$ cat config.mk
export PLATFORM = sky130hd
export DESIGN_NAME = keypad_scan_fifo
export DESIGN_NICKNAME = d
export VERILOG_FILES = /design/src/rtl/keypad_pkg.sv /design/src/rtl/key_fifo.sv /design/src/rtl/keypad_scan_fifo.sv
export SDC_FILE = /design/constraint.sdc
export NUM_CORES = 1
export LEC_CHECK = 0
export BUFFER_PORTS_ARGS = -buffer_cell sky130_fd_sc_hd__buf_2
export CORE_ASPECT_RATIO = 0.9
export CORE_MARGIN = 2
export CORE_UTILIZATION = 25
export CTS_BUF_LIST = sky130_fd_sc_hd__clkbuf_4 sky130_fd_sc_hd__clkbuf_8
export DETAILED_ROUTE_END_ITERATION = 6
export GPL_ROUTABILITY_DRIVEN = 0
export PLACE_DENSITY = 0.46
export SKIP_LAST_GASP = 1
export SYNTH_ARGS = -nofsm -noshare
export SYNTH_HDL_FRONTEND = slang
export SYNTH_SLANG_ARGS = --single-unit
$ cat constraint.sdc
create_clock -name clk -period 4.55 [get_ports clk]
set_input_delay 0 -clock clk [delete_from_list [all_inputs] [get_ports clk]]
set_output_delay 0 -clock clk [all_outputs]
set_load 0.05 [all_outputs]
$ cat src/rtl/keypad_pkg.sv
// Shared types and constants for the 4x4 keypad scanner and its code FIFO.
package keypad_pkg;

  localparam int KEY_W    = 4;
  localparam int NUM_ROWS = 4;
  localparam int NUM_COLS = 4;

  typedef enum logic [1:0] {IDLE, CAND, PRESSED, REL} key_state_t;

  typedef struct packed {
    logic             valid;
    logic [KEY_W-1:0] code;
  } frame_key_t;

  localparam frame_key_t NO_KEY = '{valid: 1'b0, code: '0};

endpackage

$ cat src/rtl/key_fifo.sv
// Show-ahead synchronous FIFO: dout is a registered copy of the head entry.
module key_fifo #(
  parameter int DEPTH = 4,
  parameter int W     = 4
) (
  input  logic         clk,
  input  logic         rst,
  input  logic         push,
  input  logic [W-1:0] din,
  input  logic         pop,
  output logic [W-1:0] dout,
  output logic         empty,
  output logic         full
);

  localparam int PW = $clog2(DEPTH);

  logic [W-1:0]  mem [DEPTH];
  logic [PW-1:0] wr_ptr_reg, rd_ptr_reg, rd_ptr_inc;
  logic [PW:0]   count_reg;
  logic [W-1:0]  dout_reg;
  logic          push_ok, pop_ok;

  assign empty      = (count_reg == '0);
  assign full       = (count_reg == (PW+1)'(DEPTH));
  assign pop_ok     = pop & ~empty;
  assign push_ok    = push & (~full | pop_ok);
  assign rd_ptr_inc = rd_ptr_reg + PW'(1);
  assign dout       = dout_reg;

  always_ff @(posedge clk) begin
    if (push_ok) mem[wr_ptr_reg] <= din;
  end

  always_ff @(posedge clk) begin
    if (rst) begin
      wr_ptr_reg <= '0;
      rd_ptr_reg <= '0;
      count_reg  <= '0;
      dout_reg   <= '0;
    end else begin
      if (push_ok) wr_ptr_reg <= wr_ptr_reg + PW'(1);
      if (pop_ok)  rd_ptr_reg <= rd_ptr_inc;
      count_reg <= count_reg + (PW+1)'(push_ok) - (PW+1)'(pop_ok);
      // Head register: new entry when empty, else the next stored entry on a pop.
      if (empty && push_ok) begin
        dout_reg <= din;
      end else if (pop_ok) begin
        if (count_reg == (PW+1)'(1)) begin
          if (push_ok) dout_reg <= din;
        end else begin
          dout_reg <= mem[rd_ptr_inc];
        end
      end
    end
  end

endmodule

$ cat src/rtl/keypad_scan_fifo.sv
// 4x4 keypad scanner with per-frame debounce feeding a show-ahead code FIFO.
// Optional auto-repeat while a key is held is built when KEYPAD_REPEAT_EN is defined.
module keypad_scan_fifo
  import keypad_pkg::*;
#(
  parameter int SCAN_DIV      = 1000,
  parameter int DEBOUNCE      = 4,
  parameter int FIFO_DEPTH    = 4,
  parameter int REPEAT_FRAMES = 50
) (
  input  logic             clk,
  input  logic             rst,
  output logic [3:0]       rows,
  input  logic [3:0]       cols,
  input  logic             rd_en,
  output logic [KEY_W-1:0] key_code,
  output logic             key_valid,
  output logic             overflow,
  input  logic             overflow_clr
);

  localparam int DIV_W = $clog2(SCAN_DIV);
  localparam int CNT_W = $clog2(DEBOUNCE + 1);

  if (SCAN_DIV < 2 || DEBOUNCE < 1 || REPEAT_FRAMES < 1 || FIFO_DEPTH < 2 ||
      (FIFO_DEPTH & (FIFO_DEPTH - 1)) != 0) begin : g_bad_param
    $error("keypad_scan_fifo: illegal parameter value");
  end

  logic [DIV_W-1:0] div_reg;
  logic [1:0]       row_reg;
  frame_key_t       acc_reg, row_key, scan_key;
  logic             sample_tick, frame_done;

  key_state_t       state_reg, state_next;
  logic [KEY_W-1:0] cand_reg, cand_next;
  logic [CNT_W-1:0] cnt_reg, cnt_next;
  logic             push;
  logic             overflow_reg;
  logic             fifo_empty, fifo_full;

  assign sample_tick = (div_reg == DIV_W'(SCAN_DIV - 1));
  assign frame_done  = sample_tick && (row_reg == 2'd3);
  assign rows        = ~(4'b0001 << row_reg);

  // Lowest active column on the current row; rows earlier in the frame take priority.
  always_comb begin
    row_key = NO_KEY;
    for (int c = NUM_COLS - 1; c >= 0; c--) begin
      if (!cols[c]) row_key = '{valid: 1'b1, code: {row_reg, 2'(c)}};
    end
    scan_key = (row_reg != 2'd0 && acc_reg.valid) ? acc_reg : row_key;
  end

  always_ff @(posedge clk) begin
    if (rst) begin
      div_reg <= '0;
      row_reg <= '0;
      acc_reg <= NO_KEY;
    end else begin
      div_reg <= sample_tick ? '0 : div_reg + DIV_W'(1);
      if (sample_tick) begin
        row_reg <= row_reg + 2'd1;
        acc_reg <= scan_key;
      end
    end
  end

`ifdef KEYPAD_REPEAT_EN
  localparam int REP_W = $clog2(REPEAT_FRAMES + 1);
  logic [REP_W-1:0] rep_reg, rep_next;
`endif

  always_comb begin
    state_next = state_reg;
    cand_next  = cand_reg;
    cnt_next   = cnt_reg;
    push       = 1'b0;
`ifdef KEYPAD_REPEAT_EN
    rep_next   = rep_reg;
`endif
    if (frame_done) begin
      case (state_reg)
        IDLE: if (scan_key.valid) begin
          cand_next = scan_key.code;
          cnt_next  = CNT_W'(1);
          if (DEBOUNCE <= 1) begin
            push       = 1'b1;
            state_next = PRESSED;
`ifdef KEYPAD_REPEAT_EN
            rep_next   = '0;
`endif
          end else begin
            state_next = CAND;
          end
        end
        CAND: begin
          if (!scan_key.valid) begin
            state_next = IDLE;
          end else if (scan_key.code == cand_reg) begin
            cnt_next = cnt_reg + CNT_W'(1);
            if (int'(cnt_reg) + 1 >= DEBOUNCE) begin
              push       = 1'b1;
              state_next = PRESSED;
`ifdef KEYPAD_REPEAT_EN
              rep_next   = '0;
`endif
            end
          end else begin
            cand_next = scan_key.code;
            cnt_next  = CNT_W'(1);
          end
        end
        PRESSED: begin
          if (!scan_key.valid) begin
            cnt_next   = CNT_W'(1);
            state_next = (DEBOUNCE <= 1) ? IDLE : REL;
          end
`ifdef KEYPAD_REPEAT_EN
          else if (scan_key.code == cand_reg) begin
            if (int'(rep_reg) + 1 >= REPEAT_FRAMES) begin
              push     = 1'b1;
              rep_next = '0;
            end else begin
              rep_next = rep_reg + REP_W'(1);
            end
          end
`endif
        end
        REL: begin
          if (scan_key.valid) begin
            state_next = PRESSED;
`ifdef KEYPAD_REPEAT_EN
            rep_next   = '0;
`endif
          end else if (int'(cnt_reg) + 1 >= DEBOUNCE) begin
            state_next = IDLE;
          end else begin
            cnt_next = cnt_reg + CNT_W'(1);
          end
        end
        default: state_next = IDLE;
      endcase
    end
  end

  always_ff @(posedge clk) begin
    if (rst) begin
      state_reg <= IDLE;
      cand_reg  <= '0;
      cnt_reg   <= '0;
`ifdef KEYPAD_REPEAT_EN
      rep_reg   <= '0;
`endif
    end else begin
      state_reg <= state_next;
      cand_reg  <= cand_next;
      cnt_reg   <= cnt_next;
`ifdef KEYPAD_REPEAT_EN
      rep_reg   <= rep_next;
`endif
    end
  end

  key_fifo #(.DEPTH(FIFO_DEPTH), .W(KEY_W)) u_fifo (
    .clk   (clk),
    .rst   (rst),
    .push  (push),
    .din   (cand_next),
    .pop   (rd_en),
    .dout  (key_code),
    .empty (fifo_empty),
    .full  (fifo_full)
  );

  // A full FIFO can only absorb a push when a pop lands in the same cycle.
  always_ff @(posedge clk) begin
    if (rst)                           overflow_reg <= 1'b0;
    else if (push && fifo_full && !rd_en) overflow_reg <= 1'b1;
    else if (overflow_clr)             overflow_reg <= 1'b0;
  end

  assign key_valid = ~fifo_empty;
  assign overflow  = overflow_reg;

endmodule

==> impl_metrics.env, run 1 <==
export IMPL_insertion_delay_ns=0.32
export IMPL_coreArea_sq_um=10800
export IMPL_cts_sinks=54
export IMPL_drt_wirelength_per_cell_um=13.7
export IMPL_instances_no_fill=431
export IMPL_p_leak_nw=1.17
export IMPL_clkTransAtPathRegs_ns=0.11
export IMPL_syn_nets=301
export IMPL_ys_top_cells_by_area="dfxtp_1 28%, edfxtp_1 17%, ha_1 5.5%, nor2_1 4.9%, mux4_2 3.3%"
export IMPL_area_growth_pct=12.2
export IMPL_chipWidth_um=115
export IMPL_met1_length_um=2860
export IMPL_synth_flop_cell="dfxtp_1"
export IMPL_via_per_inst=4.69
export IMPL_rows=36
export IMPL_grt_usage_pct=10.8
export IMPL_fin_crit_sh_pct=76.0
export IMPL_p_per_area_nw_per_um2=385
export IMPL_routed_wl_um=5930
export IMPL_cts_buffers=5
export IMPL_port_buffer_count=17
export IMPL_min_period_ns=3.46
export IMPL_chipHeight_um=104
export IMPL_vias=2023
export IMPL_yosys_cell_types_count=54
export IMPL_slowest_delay_ns=0.47
export IMPL_synth_area_sq_um=2750
export IMPL_grt_max_degree=28
export IMPL_maxCapViolations=0
export IMPL_htree_levels=2
export IMPL_yosysSeqAreaShare_pct=45.1
export IMPL_drive_gt1_share_pct=15.1
export IMPL_async_flop_share_pct=0
export IMPL_yosys_area_top_type="dfxtp_1"
export IMPL_status="finished, final reports clean"
export IMPL_cp_arrival_ns=3.66
export IMPL_startpoint_type="flop"
export IMPL_n_antenna_cell=0
export IMPL_hpwl_um=4380
export IMPL_drc_errors=0
export IMPL_ant_nets=0
export IMPL_yosysTopAreaCellShare_pct=27.6
export IMPL_nets=318
export IMPL_relSlewSlack_pct=40.9
export IMPL_synth_edf_count=16
export IMPL_fmax_mhz=289
export IMPL_fin_skew_ns=0.0126
export IMPL_cts_tree="done"
export IMPL_drv_slew=0
export IMPL_post_cts_resized=0
export IMPL_overflow=0
export IMPL_synth_top_cells_by_count="38 x dfxtp_1, 36 x nor2_1, 21 x inv_1"
export IMPL_grt_pass1_wl_um=9920
export IMPL_dr_pass1_iters=4
export IMPL_yosysWarnings=0
export IMPL_dr_wl_met3_um=228
export IMPL_cp_end_kind="flop"
export IMPL_worst_path_max_fanout=8
export IMPL_grt_pass1_vias=1974
export IMPL_antenna_found_initial=0
export IMPL_largest_reg_flops=16
export IMPL_synth_most_common_cell="dfxtp_1"
export IMPL_critical_path_class="reg -> reg"
export IMPL_cts_buffer_depth=2
export IMPL_die_area_sq_um=11900
export IMPL_crit_required_ns=4.76
export IMPL_crit_slowest_cell="dfxtp_1"
export IMPL_vdd_drop_max_mv=0.159
export IMPL_fin_setup_tns_ns=0
export IMPL_drtIter0Drc=112
export IMPL_synth_cells=280
export IMPL_clockRootBuffer="clkbuf_8"
export IMPL_synth_avg_cell_area_sq_um=9.84
export IMPL_hp_class="in -> reg"
export IMPL_ios=18
export IMPL_finalSetupViolCount=0
export IMPL_cpLargestDelayFamily="simple AND/OR/NAND/NOR gates"
export IMPL_yosys_register_bits=54
export IMPL_initial_utilization_pct=25.6
export IMPL_cpMostUsedCell="inv_1"
export IMPL_hold_viol_final=0
export IMPL_worst_pin_slew_ns=0.877
export IMPL_crit_buf_inv=3
export IMPL_top_layer_used="met4"
export IMPL_wl_met2_um=2760
export IMPL_dp_cells=422
export IMPL_rsz0062_at_grt="false"
export IMPL_cp_cell_sequence="inv_1 > ha_1 > nand2b_1 > mux2i_1 > nor4b_2 > a311o_2 > nand3_1 > inv_1 > ha_1 > inv_1 > fa_1 > xor2_1 > xnor2_1 > nor2_1"
## layer usage
metal	up-vias	GRT usage, %
met5	-	0
met4	0	3.57
met3	7	2.87
met2	30	17.2
met1	954	14.0
li1	1032	-
## cells in the final DEF (no fill, tap or decap), drive strengths merged, types with 6 or more instances in the layout
| master | instances |
|---|---|
| buf | 18 |
| nand3 | 16 |
| nor2 | 36 |
| inv | 22 |
| edfxtp | 16 |
| a21oi | 12 |
| xor2 | 8 |
| dfxtp | 38 |
| ha | 12 |
| o21ai | 10 |
| and2 | 7 |
| nor3 | 6 |
| nand2 | 14 |
## report_power, final
part / internal (mW) / total [mW] / switching, mW
registers: 0.524 / 0.566 / 0.0421
clock network: 0.168 / 0.346 / 0.178
logic: 0.103 / 0.277 / 0.174
## cell type report
class                           instances  area (sq um)
Inverter                               21          78.8
Timing Repair Buffer                   19           103
Clock buffer                            5          68.8
Tap cell                              133           166
Multi-Input combinational cell        196          1380
Clock inverter                          3          48.8
Fill cell                            1122          7670
Sequential cell                        54          1240
## repair_timing
item	in CTS	in global routing
hold endpoints to repair	1	0
setup endpoints to repair	0	0
buffers inserted	0	0
hold buffers	1	0
## through the flow
step           setup WS [ns]  power (mW)  hold WS (ns)  util, %  area [sq um]
5_1_grt                0.742        1.26        0.0834     28.7          3090
6_report                1.09        1.19        0.0522     28.7          3090
2_1_floorplan           1.50       0.787         0.177        -          2750
4_1_cts                 1.08        1.21        0.0599     28.7          3090
3_5_place_dp            1.08       0.856         0.274     27.5          2960
3_3_place_gp            1.28       0.853         0.263     27.5          2960
## path summary, 6_finish.rpt
| check | from | to | slack, ns | depth (start not counted) |
|---|---|---|---|---|
| worst min-delay path | rd_en | overflow$_SDFFE_PP0P_ | 0.05 | 4 |
| worst max-delay path | row_reg[1]$_SDFFE_PP0P_ | u_fifo.count_reg[2]$_SDFF_PP0_ | 1.09 | 14 |
| worst min register to register | div_reg[0]$_SDFF_PP0_ | div_reg[0]$_SDFF_PP0_ | 0.47 | 1 |
| worst max register to register | row_reg[1]$_SDFFE_PP0P_ | u_fifo.count_reg[2]$_SDFF_PP0_ | 1.09 | 14 |
## worst min-delay path, stage by stage
cell and delay [ns]:
buf_2 0.11, nor4b_1 0.08, nand3_1 0.08, a21oi_1 0.06
## cells by family (layout without fill, tap and decap cells)
group	count (synthesis)	after routing	share of synthesized area [%]
buffers and inverters	30	48	4.68
adders and majority gates	13	13	6.18
AOI/OAI and AO/OA	49	49	13.1
and+or+nand+nor	111	111	20.9
muxes	10	10	5.95
xor gates and xnor gates	13	13	4.13
DFF	54	54	45.1
Note: power is estimated with default switching activity, not from simulation.
==> run 2: changes to the inputs <==
--- a/config.mk
+++ b/config.mk
@@ -5,6 +5,7 @@
 export SDC_FILE = /design/constraint.sdc
 export NUM_CORES = 1
 export LEC_CHECK = 0
+export ABC_AREA = 1
 export BUFFER_PORTS_ARGS = -buffer_cell sky130_fd_sc_hd__buf_2
 export CORE_ASPECT_RATIO = 0.9
 export CORE_MARGIN = 2
@@ -12,7 +13,7 @@
 export CTS_BUF_LIST = sky130_fd_sc_hd__clkbuf_4 sky130_fd_sc_hd__clkbuf_8
 export DETAILED_ROUTE_END_ITERATION = 6
 export GPL_ROUTABILITY_DRIVEN = 0
-export PLACE_DENSITY = 0.46
+export PLACE_DENSITY = 0.47
 export SKIP_LAST_GASP = 1
 export SYNTH_ARGS = -nofsm -noshare
 export SYNTH_HDL_FRONTEND = slang
==> constraint.sdc (replaced) <==
create_clock -name clk -period 3.05 [get_ports clk]
set_input_delay 0 -clock clk [delete_from_list [all_inputs] [get_ports clk]]
set_output_delay 0 -clock clk [all_outputs]
set_load 0.05 [all_outputs]
==> run 2 against run 1 <==
- non-clock buffer count is 1 higher
- clock power increased by 16%
- power is 59% higher
- area after synthesis increased by 4.1%
- critical path depth grew 5
- clock skew down 0.0045 ns
- first-iteration DRC count down 39%
- sequential power increased by 49%
- sequential share of layout area down 1.8 points
- flip-flop and latch count is the same
- routed wire length shrank 1.8%
- cell count grew 25%
==> impl_metrics.env, run 2 <==
export IMPL_status="finished, final reports clean"
export IMPL_yosys_register_bits=54
export IMPL_post_cts_setup_buffers=0
export IMPL_hp_class="in -> reg"
export IMPL_async_flop_share_pct=0
export IMPL_drt_wirelength_per_cell_um=10.8
export IMPL_area_growth_pct=13.1
export IMPL_nets=404
export IMPL_chipWidth_um=117
export IMPL_yosysTopAreaCellShare_pct=26.5
export IMPL_relSlewSlack_pct=59.2
export IMPL_fin_skew_ns=0.00809
export IMPL_port_buffer_count=17
export IMPL_cts_buffers=5
export IMPL_fin_setup_tns_ns=0
export IMPL_chipHeight_um=106
export IMPL_min_period_ns=2.77
export IMPL_final_cell_mix="67 x nand2_1, 55 x inv_1, 37 x nor2_1, 36 x dfxtp_1, 26 x a21oi_1"
export IMPL_yosysSeqAreaShare_pct=43.3
export IMPL_rows=37
export IMPL_yosys_area_top_type="dfxtp_1"
export IMPL_insertion_delay_ns=0.30
export IMPL_coreArea_sq_um=11300
export IMPL_grt_pass1_vias=2165
export IMPL_n_antenna_cell=0
export IMPL_critical_path_class="reg -> reg"
export IMPL_synth_avg_cell_area_sq_um=7.94
export IMPL_largest_reg_flops=16
export IMPL_clkTransAtPathRegs_ns=0.10
export IMPL_met1_length_um=3080
export IMPL_drtIter0Drc=68
export IMPL_wl_met2_um=2600
export IMPL_dr_wl_met3_um=100
export IMPL_ys_top_cells_by_area="dfxtp_1 27%, edfxtp_1 17%, nand2_1 8.8%, inv_1 7.2%, ha_1 5.2%"
export IMPL_fin_crit_sh_pct=90.7
export IMPL_finalSetupViolCount=0
export IMPL_final_util_pct=28.7
export IMPL_via_per_inst=4.14
export IMPL_vias=2235
export IMPL_layout_commonest_cell="nand2_1"
export IMPL_synth_top_cells_by_count="67 x nand2_1, 55 x inv_1, 38 x dfxtp_1"
export IMPL_syn_nets=382
export IMPL_grt_usage_pct=10.3
export IMPL_routed_wl_um=5820
export IMPL_drv_slew=0
export IMPL_hpwl_um=4460
export IMPL_grt_pass1_wl_um=10200
export IMPL_p_per_area_nw_per_um2=582
export IMPL_initial_utilization_pct=25.4
export IMPL_ant_nets=0
export IMPL_synth_most_common_cell="nand2_1"
export IMPL_drc_errors=0
export IMPL_cp_arrival_ns=3.00
export IMPL_clockRootBuffer="clkbuf_8"
export IMPL_design_area_sq_um=3240
export IMPL_antenna_found_initial=0
export IMPL_worst_pin_slew_ns=0.611
export IMPL_cp_end_kind="flop"
export IMPL_hold_worst_slack_ns=0.0196
export IMPL_cts_buffer_depth=2
export IMPL_yosysWarnings=0
export IMPL_grt_max_degree=19
export IMPL_startpoint_type="flop"
export IMPL_htree_levels=2
export IMPL_maxCapViolations=0
export IMPL_fmax_mhz=361
export IMPL_ios=18
export IMPL_die_area_sq_um=12300
export IMPL_overflow=0
export IMPL_worst_path_max_fanout=9
export IMPL_p_leak_nw=1.32
export IMPL_dr_pass1_iters=4
export IMPL_placed_cell_area_sq_um=3140
export IMPL_vdd_drop_max_mv=0.180
export IMPL_cts_tree="done"
export IMPL_yosys_cell_types_count=40
export IMPL_top_layer_used="met4"
export IMPL_synth_flop_cell="dfxtp_1"
export IMPL_synth_area_sq_um=2870
export IMPL_synth_edf_count=16
export IMPL_synth_cells=361
export IMPL_drive_gt1_share_pct=15.9
export IMPL_crit_required_ns=3.28
export IMPL_cts_sinks=54
export IMPL_hold_viol_final=0
export IMPL_rsz0062_at_grt="false"
## run 2: cell count changes after synthesis, sizes merged, moves of 7 or more
cell / previous run / this run
inv: 21 / 59
a21oi: 12 / 27
xor2: 8 / 0
and2: 7 / 0
o21ai: 10 / 19
nand2: 14 / 78
nor2: 36 / 45
nand3: 16 / 25
## run 2: report_power, final
group          internal (mW)  switching [mW]  leakage, nW  total [mW]
registers              0.793          0.0485        0.439       0.841
clock network          0.162           0.240       0.0441       0.402
logic                  0.212           0.435        0.840       0.647
## run 2: layout make-up
| type | instances | area [sq um] |
|---|---|---|
| clock inverter | 3 | 21.3 |
| tap | 156 | 195 |
| inverter | 59 | 221 |
| multi-input combinational | 243 | 1380 |
| fill | 1255 | 8050 |
| clock buffer | 5 | 68.8 |
| timing repair buffer | 20 | 110 |
| sequential | 54 | 1240 |
## run 2: worst paths after layout
path                           startpoint                                end  slack (ns)  depth (start not counted)
hold / removal                      rd_en  u_fifo.rd_ptr_reg[0]$_SDFFE_PP0P_        0.02                          3
setup / recovery  row_reg[0]$_SDFFE_PP0P_     u_fifo.count_reg[2]$_SDFF_PP0_        0.28                         19
hold reg to reg   acc_reg[1]$_SDFFE_PP0P_            acc_reg[1]$_SDFFE_PP0P_        0.48                          2
setup reg to reg  row_reg[0]$_SDFFE_PP0P_     u_fifo.count_reg[2]$_SDFF_PP0_        0.28                         19
## run 2: logic make-up (layout without fill, tap and decap cells)
kind of cell	count (synthesis)	count (layout)	synth area share [%]
AO/OA/AOI/OAI	57	57	11.5
XOR/XNOR	2	2	0.611
adder cells (fa/ha/maj)	13	13	5.93
buffers and inverters	64	87	8.64
flip-flops	54	54	43.3
AND/OR/NAND/NOR	171	171	30.0
## run 2: per-stage QoR
step / std cells / total power, mW / worst slack (ns)
2_1_floorplan: 361 / 1.38 / 0.338
3_3_place_gp: 531 / 1.51 / 0.338
3_5_place_dp: 531 / 1.51 / 0.218
4_1_cts: 540 / 1.93 / 0.195
5_1_grt: 540 / 2.04 / 0.0192
6_report: 540 / 1.89 / 0.284
## run 2: timing repair
| action | in CTS | in global routing |
|---|---|---|
| hold buffers | 1 | 0 |
| endpoints found under the setup margin | 0 | 2 |
| hold endpoints to repair | 1 | 0 |
| gates resized for setup | 0 | 3 |
## run 2: layer usage
layer	GRT usage [%]	vias up
met5	0	-
li1	-	1214
met3	2.07	2
met2	16.4	17
met1	14.5	1002
met4	2.27	0
## run 2: critical path, cell delays in order (launching register included)
cell and delay (ns):
dfxtp_2 0.37, inv_1 0.08, ha_1 0.21, inv_2 0.10, nand2_4 0.09, nand2_4 0.15
nand2_1 0.09, nand2_1 0.06, nand2_1 0.08, nor2_4 0.14, nand2_2 0.10, nor3_2 0.16
nand2_2 0.13, inv_1 0.08, ha_1 0.13, inv_1 0.05, fa_1 0.37, inv_1 0.07
o21ai_0 0.08, a21oi_1 0.14
